File: src/rtl/eth_idma_desc_sched.sv
// eth_idma_desc_sched: TX/RX descriptor queues, round-robin issue to one iDMA
// request channel, bounded in-flight count, in-order response matching.
// Ports: clk_i/rst_ni, en_i; tx_desc_*/rx_desc_* descriptor handshakes;
//        idma_req_* request out; idma_rsp_* response in; completion counters,
//        outstanding_o, done/err irq pulses, busy_o.

// Generic synchronous FIFO with registered storage and a head-of-queue read port.
// Latency: a push at edge N is visible on data_o/empty_o after edge N.
// Backpressure: push while full and pop while empty are ignored.
module eth_idma_desc_fifo #(
  parameter int unsigned Width = 8,
  parameter int unsigned Depth = 4
) (
  input  logic             clk_i,
  input  logic             rst_ni,
  input  logic             push_i,
  input  logic [Width-1:0] data_i,
  input  logic             pop_i,
  output logic [Width-1:0] data_o,
  output logic             empty_o,
  output logic             full_o
);
  localparam int unsigned PtrW = (Depth > 1) ? $clog2(Depth) : 1;
  localparam int unsigned CntW = $clog2(Depth + 1);
  localparam logic [PtrW-1:0] LastPtr = PtrW'(Depth - 1);
  localparam logic [CntW-1:0] FullCnt = CntW'(Depth);

  logic [Width-1:0] mem [Depth];
  logic [PtrW-1:0]  wr_ptr, rd_ptr;
  logic [CntW-1:0]  cnt;
  logic             do_push, do_pop;

  assign empty_o = (cnt == '0);
  assign full_o  = (cnt == FullCnt);
  assign do_push = push_i && !full_o;
  assign do_pop  = pop_i && !empty_o;
  assign data_o  = mem[rd_ptr];

  // Storage needs no reset: the head is only consumed when non-empty.
  always_ff @(posedge clk_i) begin
    if (do_push) mem[wr_ptr] <= data_i;
  end

  always_ff @(posedge clk_i or negedge rst_ni) begin
    if (!rst_ni) begin
      wr_ptr <= '0;
      rd_ptr <= '0;
      cnt    <= '0;
    end else begin
      if (do_push) wr_ptr <= (wr_ptr == LastPtr) ? '0 : wr_ptr + 1'b1;
      if (do_pop)  rd_ptr <= (rd_ptr == LastPtr) ? '0 : rd_ptr + 1'b1;
      case ({do_push, do_pop})
        2'b10:   cnt <= cnt + 1'b1;
        2'b01:   cnt <= cnt - 1'b1;
        default: cnt <= cnt;
      endcase
    end
  end
endmodule

// Descriptor scheduler between the Ethernet register file and the iDMA backend.
// Latency: descriptor accepted at edge N can be on idma_req_* after edge N+1.
// Backpressure: queues stall descriptors when full; the held request waits on idma_req_ready_i.
module eth_idma_desc_sched #(
  parameter int unsigned AddrWidth      = 32,
  parameter int unsigned TFLenWidth     = 32,
  parameter int unsigned DescFifoDepth  = 4,
  parameter int unsigned MaxOutstanding = 4,
  parameter int unsigned CntWidth       = 16
) (
  input  logic                                  clk_i,
  input  logic                                  rst_ni,
  input  logic                                  en_i,
  input  logic                                  tx_desc_valid_i,
  output logic                                  tx_desc_ready_o,
  input  logic [AddrWidth-1:0]                  tx_desc_addr_i,
  input  logic [TFLenWidth-1:0]                 tx_desc_len_i,
  input  logic                                  rx_desc_valid_i,
  output logic                                  rx_desc_ready_o,
  input  logic [AddrWidth-1:0]                  rx_desc_addr_i,
  input  logic [TFLenWidth-1:0]                 rx_desc_len_i,
  output logic                                  idma_req_valid_o,
  input  logic                                  idma_req_ready_i,
  output logic [AddrWidth-1:0]                  idma_req_addr_o,
  output logic [TFLenWidth-1:0]                 idma_req_len_o,
  output logic                                  idma_req_dir_o,
  input  logic                                  idma_rsp_valid_i,
  output logic                                  idma_rsp_ready_o,
  input  logic                                  idma_rsp_error_i,
  output logic [CntWidth-1:0]                   tx_done_cnt_o,
  output logic [CntWidth-1:0]                   rx_done_cnt_o,
  output logic [CntWidth-1:0]                   err_cnt_o,
  output logic [$clog2(MaxOutstanding+1)-1:0]   outstanding_o,
  output logic                                  done_irq_o,
  output logic                                  err_irq_o,
  output logic                                  busy_o
);
  localparam int unsigned OutW = $clog2(MaxOutstanding + 1);
  localparam logic [OutW-1:0] MaxOut = OutW'(MaxOutstanding);

  typedef struct packed {
    logic [AddrWidth-1:0]  addr;
    logic [TFLenWidth-1:0] len;
  } desc_t;

  desc_t tx_wr, rx_wr, tx_head, rx_head;
  logic  tx_full, tx_empty, rx_full, rx_empty;
  logic  tx_push, rx_push, tx_zero, rx_zero;
  logic  tag_dir, tag_empty, tag_full;
  logic  rr_rx;      // 1: RX has priority on the next contended grant
  logic  grant_rx, load, rsp_hs, rsp_err;
  logic [1:0] err_inc;

  assign tx_wr = '{addr: tx_desc_addr_i, len: tx_desc_len_i};
  assign rx_wr = '{addr: rx_desc_addr_i, len: rx_desc_len_i};

  assign tx_desc_ready_o = !tx_full;
  assign rx_desc_ready_o = !rx_full;

  // Zero-length descriptors complete the handshake but are dropped as errors.
  assign tx_zero = tx_desc_valid_i && !tx_full && (tx_desc_len_i == '0);
  assign rx_zero = rx_desc_valid_i && !rx_full && (rx_desc_len_i == '0);
  assign tx_push = tx_desc_valid_i && !tx_full && (tx_desc_len_i != '0);
  assign rx_push = rx_desc_valid_i && !rx_full && (rx_desc_len_i != '0);

  // A lone non-empty queue wins; otherwise the RR pointer decides.
  assign grant_rx = !rx_empty && (tx_empty || rr_rx);
  // tag_full is implied by the outstanding limit; kept as a safety interlock.
  assign load = (!idma_req_valid_o || idma_req_ready_i) && en_i &&
                (outstanding_o < MaxOut) && !tag_full && (!tx_empty || !rx_empty);

  assign idma_rsp_ready_o = !tag_empty;
  assign rsp_hs  = idma_rsp_valid_i && !tag_empty;
  assign rsp_err = rsp_hs && idma_rsp_error_i;
  assign err_inc = {1'b0, tx_zero} + {1'b0, rx_zero} + {1'b0, rsp_err};

  assign busy_o = !tx_empty || !rx_empty || (outstanding_o != '0);

  eth_idma_desc_fifo #(.Width($bits(desc_t)), .Depth(DescFifoDepth)) u_tx_fifo (
    .clk_i, .rst_ni,
    .push_i (tx_push),
    .data_i (tx_wr),
    .pop_i  (load && !grant_rx),
    .data_o (tx_head),
    .empty_o(tx_empty),
    .full_o (tx_full)
  );

  eth_idma_desc_fifo #(.Width($bits(desc_t)), .Depth(DescFifoDepth)) u_rx_fifo (
    .clk_i, .rst_ni,
    .push_i (rx_push),
    .data_i (rx_wr),
    .pop_i  (load && grant_rx),
    .data_o (rx_head),
    .empty_o(rx_empty),
    .full_o (rx_full)
  );

  // Direction of every reserved transfer, in issue order; iDMA answers in order.
  eth_idma_desc_fifo #(.Width(1), .Depth(MaxOutstanding)) u_tag_fifo (
    .clk_i, .rst_ni,
    .push_i (load),
    .data_i (grant_rx),
    .pop_i  (rsp_hs),
    .data_o (tag_dir),
    .empty_o(tag_empty),
    .full_o (tag_full)
  );

  // Request holding slot: payload only changes on a load, so it stays stable while stalled.
  always_ff @(posedge clk_i or negedge rst_ni) begin
    if (!rst_ni) begin
      idma_req_valid_o <= 1'b0;
      idma_req_addr_o  <= '0;
      idma_req_len_o   <= '0;
      idma_req_dir_o   <= 1'b0;
      rr_rx            <= 1'b0;
    end else if (load) begin
      idma_req_valid_o <= 1'b1;
      idma_req_addr_o  <= grant_rx ? rx_head.addr : tx_head.addr;
      idma_req_len_o   <= grant_rx ? rx_head.len  : tx_head.len;
      idma_req_dir_o   <= grant_rx;
      rr_rx            <= !grant_rx;
    end else if (idma_req_ready_i) begin
      idma_req_valid_o <= 1'b0;
    end
  end

  always_ff @(posedge clk_i or negedge rst_ni) begin
    if (!rst_ni) begin
      outstanding_o <= '0;
      tx_done_cnt_o <= '0;
      rx_done_cnt_o <= '0;
      err_cnt_o     <= '0;
      done_irq_o    <= 1'b0;
      err_irq_o     <= 1'b0;
    end else begin
      case ({load, rsp_hs})
        2'b10:   outstanding_o <= outstanding_o + 1'b1;
        2'b01:   outstanding_o <= outstanding_o - 1'b1;
        default: outstanding_o <= outstanding_o;
      endcase
      if (rsp_hs && !idma_rsp_error_i && !tag_dir) tx_done_cnt_o <= tx_done_cnt_o + 1'b1;
      if (rsp_hs && !idma_rsp_error_i &&  tag_dir) rx_done_cnt_o <= rx_done_cnt_o + 1'b1;
      err_cnt_o  <= err_cnt_o + CntWidth'(err_inc);
      done_irq_o <= rsp_hs && !idma_rsp_error_i;
      err_irq_o  <= rsp_err || tx_zero || rx_zero;
    end
  end
endmodule

File: config.mk
export PLATFORM = sky130hd
export DESIGN_NAME = eth_idma_desc_sched
export DESIGN_NICKNAME = d
export VERILOG_FILES = /design/src/rtl/eth_idma_desc_sched.sv
export SDC_FILE = /design/constraint.sdc
export NUM_CORES = 1
export LEC_CHECK = 0
export ABC_CLOCK_PERIOD_IN_PS = 4900
export BUFFER_PORTS_ARGS = -buffer_cell sky130_fd_sc_hd__clkbuf_2
export CAP_MARGIN = 20
export CORE_ASPECT_RATIO = 2
export CORE_MARGIN = 2
export CORE_UTILIZATION = 49
export CTS_CLUSTER_DIAMETER = 80
export DETAILED_ROUTE_END_ITERATION = 8
export PLACE_DENSITY = 0.69
export SETUP_SLACK_MARGIN = 0.02
export SLEW_MARGIN = 10
export SYNTH_ARGS = -nofsm -noshare
export SYNTH_HDL_FRONTEND = slang
export SYNTH_SLANG_ARGS = --single-unit
File: constraint.sdc
create_clock -name clk_i -period 4.9 [get_ports clk_i]
set_clock_uncertainty 0.1 [all_clocks]
set_input_delay 0.245 -clock clk_i [delete_from_list [all_inputs] [get_ports clk_i]]
set_output_delay 0.245 -clock clk_i [all_outputs]
set_load 0.1 [all_outputs]
==> reports/metrics.cfg <==
[critical_path]
reg2reg_from=outstanding_o[2]$_DFFE_PN0P_
cp.required_ns=5.28
critical_path.top_delay_family=simple AND/OR/NAND/NOR gates
worstPathArrival_ns=4.06
r2r_cells=5
cp_max_fo=5
cpPeakStageDelay_ns=0.84
cp_num_buf_inv=3
start_kind=input port
crit_path_start=tx_desc_len_i[0]
end_kind=flop
crit_path_top_delay_cell=nor4_1
cp_num_cells=12
reg2reg_slack_ns=1.78
r2r_end=idma_req_len_o[29]$_DFFE_PN0N_
crit_chain=dlygate4sd3_1 > clkbuf_2 > nor4_1 > and4_1 > nand3_1 > fa_1 > inv_1 > ha_1 > a21o_1 > nor4b_1 > nand3_1 > xnor2_1
crit_top_cell=nand3_1
crit_end=err_cnt_o[15]$_DFF_PN0_
worstSetupPathType=input port to flop

[run_status]
status=finished clean

[power_and_ir_drop]
combPwrFrac_pct=37.6
swShare_pct=38.1
power.total_w=0.0210
internal_power_w=0.0130
power_density_nw_per_um2=671
vdd_ir_drop_max_mv=0.712
p_clk_share_pct=22.7
leakagePower_nw=11.5
p_seq_share_pct=39.7
p_switching_w=0.00800

[die]
coreArea_um2=51800
die_y_um=328
dieArea_um2=54300
initial_core_util_pct=49.5
io_pins=259
die_x_um=166
rows=118

[clock_network]
cts_root_buf=clkbuf_16
clock_sinks=657
clkTransAtPathRegs_ns=0.07
cts_buffer_depth=3
worstSkewPairLatency_ns=0.61
cts_made_buffers=56
htreeDepth=2
cts_tree=done
postCtsResizedCells=0

[sta]
fmaxAchievable_mhz=272
hold_violations=0
fin_crit_sh_pct=75.1
tns_ns=0
slew_violations=0
worstMarginPinSlew_ns=1.12
relSlewSlack_pct=25.3
min_period_ns=3.68
setup_viol=0
rsz0062_at_grt=false

[detailed_routing]
wl_per_cell_um=23.7
drt_wl_total_um=56800
ant_nets=0
drtIter0Drc=830
vias=13300
drc=0
first_pass_iters=4
avgViaCountPerCell=5.57

[yosys]
synth_area_um2=25700
yosysTopAreaCellShare_pct=60.4
yosys_warnings=0
yosysSeqAreaShare_pct=74.1
synthTopCellsByArea=edfxtp_1 (60%), dfrtp_1 (14%), mux4_2 (11%), mux2_2 (6.1%), xnor2_1 (1.1%)
synth_flop_cell=edfxtp_1
ys_ff_latch=657
synth.distinct_cells=42
synthCells=1256
synth.avg_cell_area_um2=20.4
synth_edf_count=516
syn-num-nets=1421
synth_top_area_cell=edfxtp_1
synthArstFlopShare_pct=21.5

[job]
maxCapViolations=0

[global_routing]
grt-ovfl-total=0
grt_pass1_wl_um=87400
grt_usage_pct=21.3
grt_max_degree=97
antenna_found_initial=7
grt_pass1_vias=14500

[placed_design]
portBuffers=258
dp_hpwl_um=35900
gp_congestion=0.784
dp.cells=2151

[finish]
layout.nets=1850
drive_gt1_share_pct=38.6
layout.cells.non_filler=2395
areaGrowthSynthToFinish_pct=22.0

[hold_path]
hold_class=input port to flop

synthesized netlist by cell type, types with 2 or more instances:
cell	number
nand2b_1	2
mux2i_1	3
and2_1	2
xor2_1	23
clkbuf_1	20
nor3_1	5
fa_1	6
and4_1	7
or4_1	2
and3_1	11
xnor2_1	33
edfxtp_1	516
o211ai_1	2
inv_1	38
ha_1	23
nand2_1	24
nor2_1	29
buf_1	5
a21o_1	2
nor4_1	16
dfrtp_1	141
buf_2	21
mux2_2	138
nand3_1	20
nor3_2	3
mux4_2	129
nand4_1	17
o21ai_0	4
final cells by class:
type | instances | area [um2]
Antenna cell | 2 | 5.00
Clock buffer | 76 | 1610
Clock inverter | 30 | 404
Fill cell | 3693 | 20500
Inverter | 38 | 143
Multi-Input combinational cell | 514 | 6370
Sequential cell | 657 | 19000
Tap cell | 660 | 826
Timing Repair Buffer | 418 | 2930
metrics by stage:
| stage | setup WS, ns | util [%] | hold slack [ns] | instance area (um2) |
|---|---|---|---|---|
| after global placement | 1.16 | 53.7 | 0.332 | 27800 |
| after CTS | 1.19 | 60.3 | 0.00160 | 31200 |
| final | 1.22 | 60.4 | 0.0259 | 31300 |
| after floorplan | -0.127 | - | -0.151 | 25700 |
| after detailed placement | 1.13 | 53.8 | 0.341 | 27900 |
| after global routing | 0.930 | 60.4 | 0.0324 | 31300 |
sequential cells by signal (all words and copies together), names as in the netlist:
register           flops
u_tx_fifo.wr_ptr       2
u_tx_fifo.mem        256
rr_rx                  1
idma_req_valid_o       1
outstanding_o          3
idma_req_addr_o       32
err_cnt_o             16
u_rx_fifo.rd_ptr       2
u_tx_fifo.cnt          3
u_tag_fifo.wr_ptr      2
u_tag_fifo.rd_ptr      2
done_irq_o             1
rx_done_cnt_o         16
u_rx_fifo.cnt          3
err_irq_o              1
tx_done_cnt_o         16
idma_req_dir_o         1
u_rx_fifo.mem        256
u_rx_fifo.wr_ptr       2
idma_req_len_o        32
u_tag_fifo.cnt         3
u_tag_fifo.mem         4
u_tx_fifo.rd_ptr       2
worst register-to-register path: stages, from the launching register on:
cell and delay, ns:
dfrtp_1 0.41, nand2b_1 0.18, a311oi_2 0.53, and2_4 0.70, buf_4 0.65, mux2_2 0.43
worst min-delay path by stage:
stage,cells past startpoint,start,end
finish,5,en_i,u_tag_fifo.wr_ptr[1]$_DFFE_PN0P_
floorplan,0,rst_ni,done_irq_o$_DFF_PN0_
global route,4,idma_rsp_valid_i,u_tag_fifo.rd_ptr[0]$_DFFE_PN0P_
CTS,5,en_i,u_tag_fifo.wr_ptr[0]$_DFFE_PN0P_
global placement,1,rst_ni,idma_req_len_o[18]$_DFFE_PN0N_
detailed placement,1,rst_ni,idma_req_len_o[18]$_DFFE_PN0N_
logic make-up after synthesis:
family	count (synthesis)	synth area share (%)
mux	270	17.5
fa+ha+maj	29	1.59
compound gates	14	0.429
buf+inv	85	1.37
flops	657	74.1
simple gates	145	3.10
xor+xnor	56	1.91
per-layer routing:
metal	up-vias	global-route usage, %	share of wire [%]
met4	10	6.29	2.5
li1	5869	-	-
met5	-	0	0.11
met2	400	39.9	55
met1	6977	25.4	38
met3	90	3.07	4.5
power by group through the flow:
stage | combinational (W) | clock, W | sequential, W
floorplan | 0.00377 | 0 | 0.0106
global placement | 0.00766 | 0 | 0.00846
detailed placement | 0.00780 | 0 | 0.00856
CTS | 0.00792 | 0.00486 | 0.00844
global route | 0.00833 | 0.00506 | 0.00850
finish | 0.00790 | 0.00477 | 0.00833
placed cells by master, fill, tap and decap left out, types with 3 or more instances in the layout:
| cell | n |
|---|---|
| and4_1 | 7 |
| nand2_1 | 24 |
| xnor2_1 | 33 |
| nor3_2 | 3 |
| bufinv_16 | 9 |
| clkinvlp_4 | 4 |
| dfrtp_4 | 4 |
| clkbuf_2 | 257 |
| clkinv_2 | 12 |
| nand4_1 | 17 |
| nor4_1 | 16 |
| clkbuf_16 | 58 |
| dlygate4sd3_1 | 134 |
| nor3_1 | 5 |
| nor2_4 | 8 |
| mux4_2 | 129 |
| nand3_1 | 20 |
| mux2_2 | 138 |
| and3_1 | 11 |
| buf_16 | 4 |
| nor2_1 | 21 |
| dfrtp_1 | 137 |
| mux2i_1 | 3 |
| fa_1 | 6 |
| xor2_1 | 23 |
| buf_4 | 21 |
| clkbuf_1 | 9 |
| inv_1 | 38 |
| ha_1 | 23 |
| o21ai_0 | 4 |
| edfxtp_1 | 516 |
| clkbuf_8 | 9 |
repair_timing:
item                      CTS  global route
hold endpoints to repair  610            14
setup buffers               0             0
hold buffers              133             1
(Power assumes the default switching activity.)
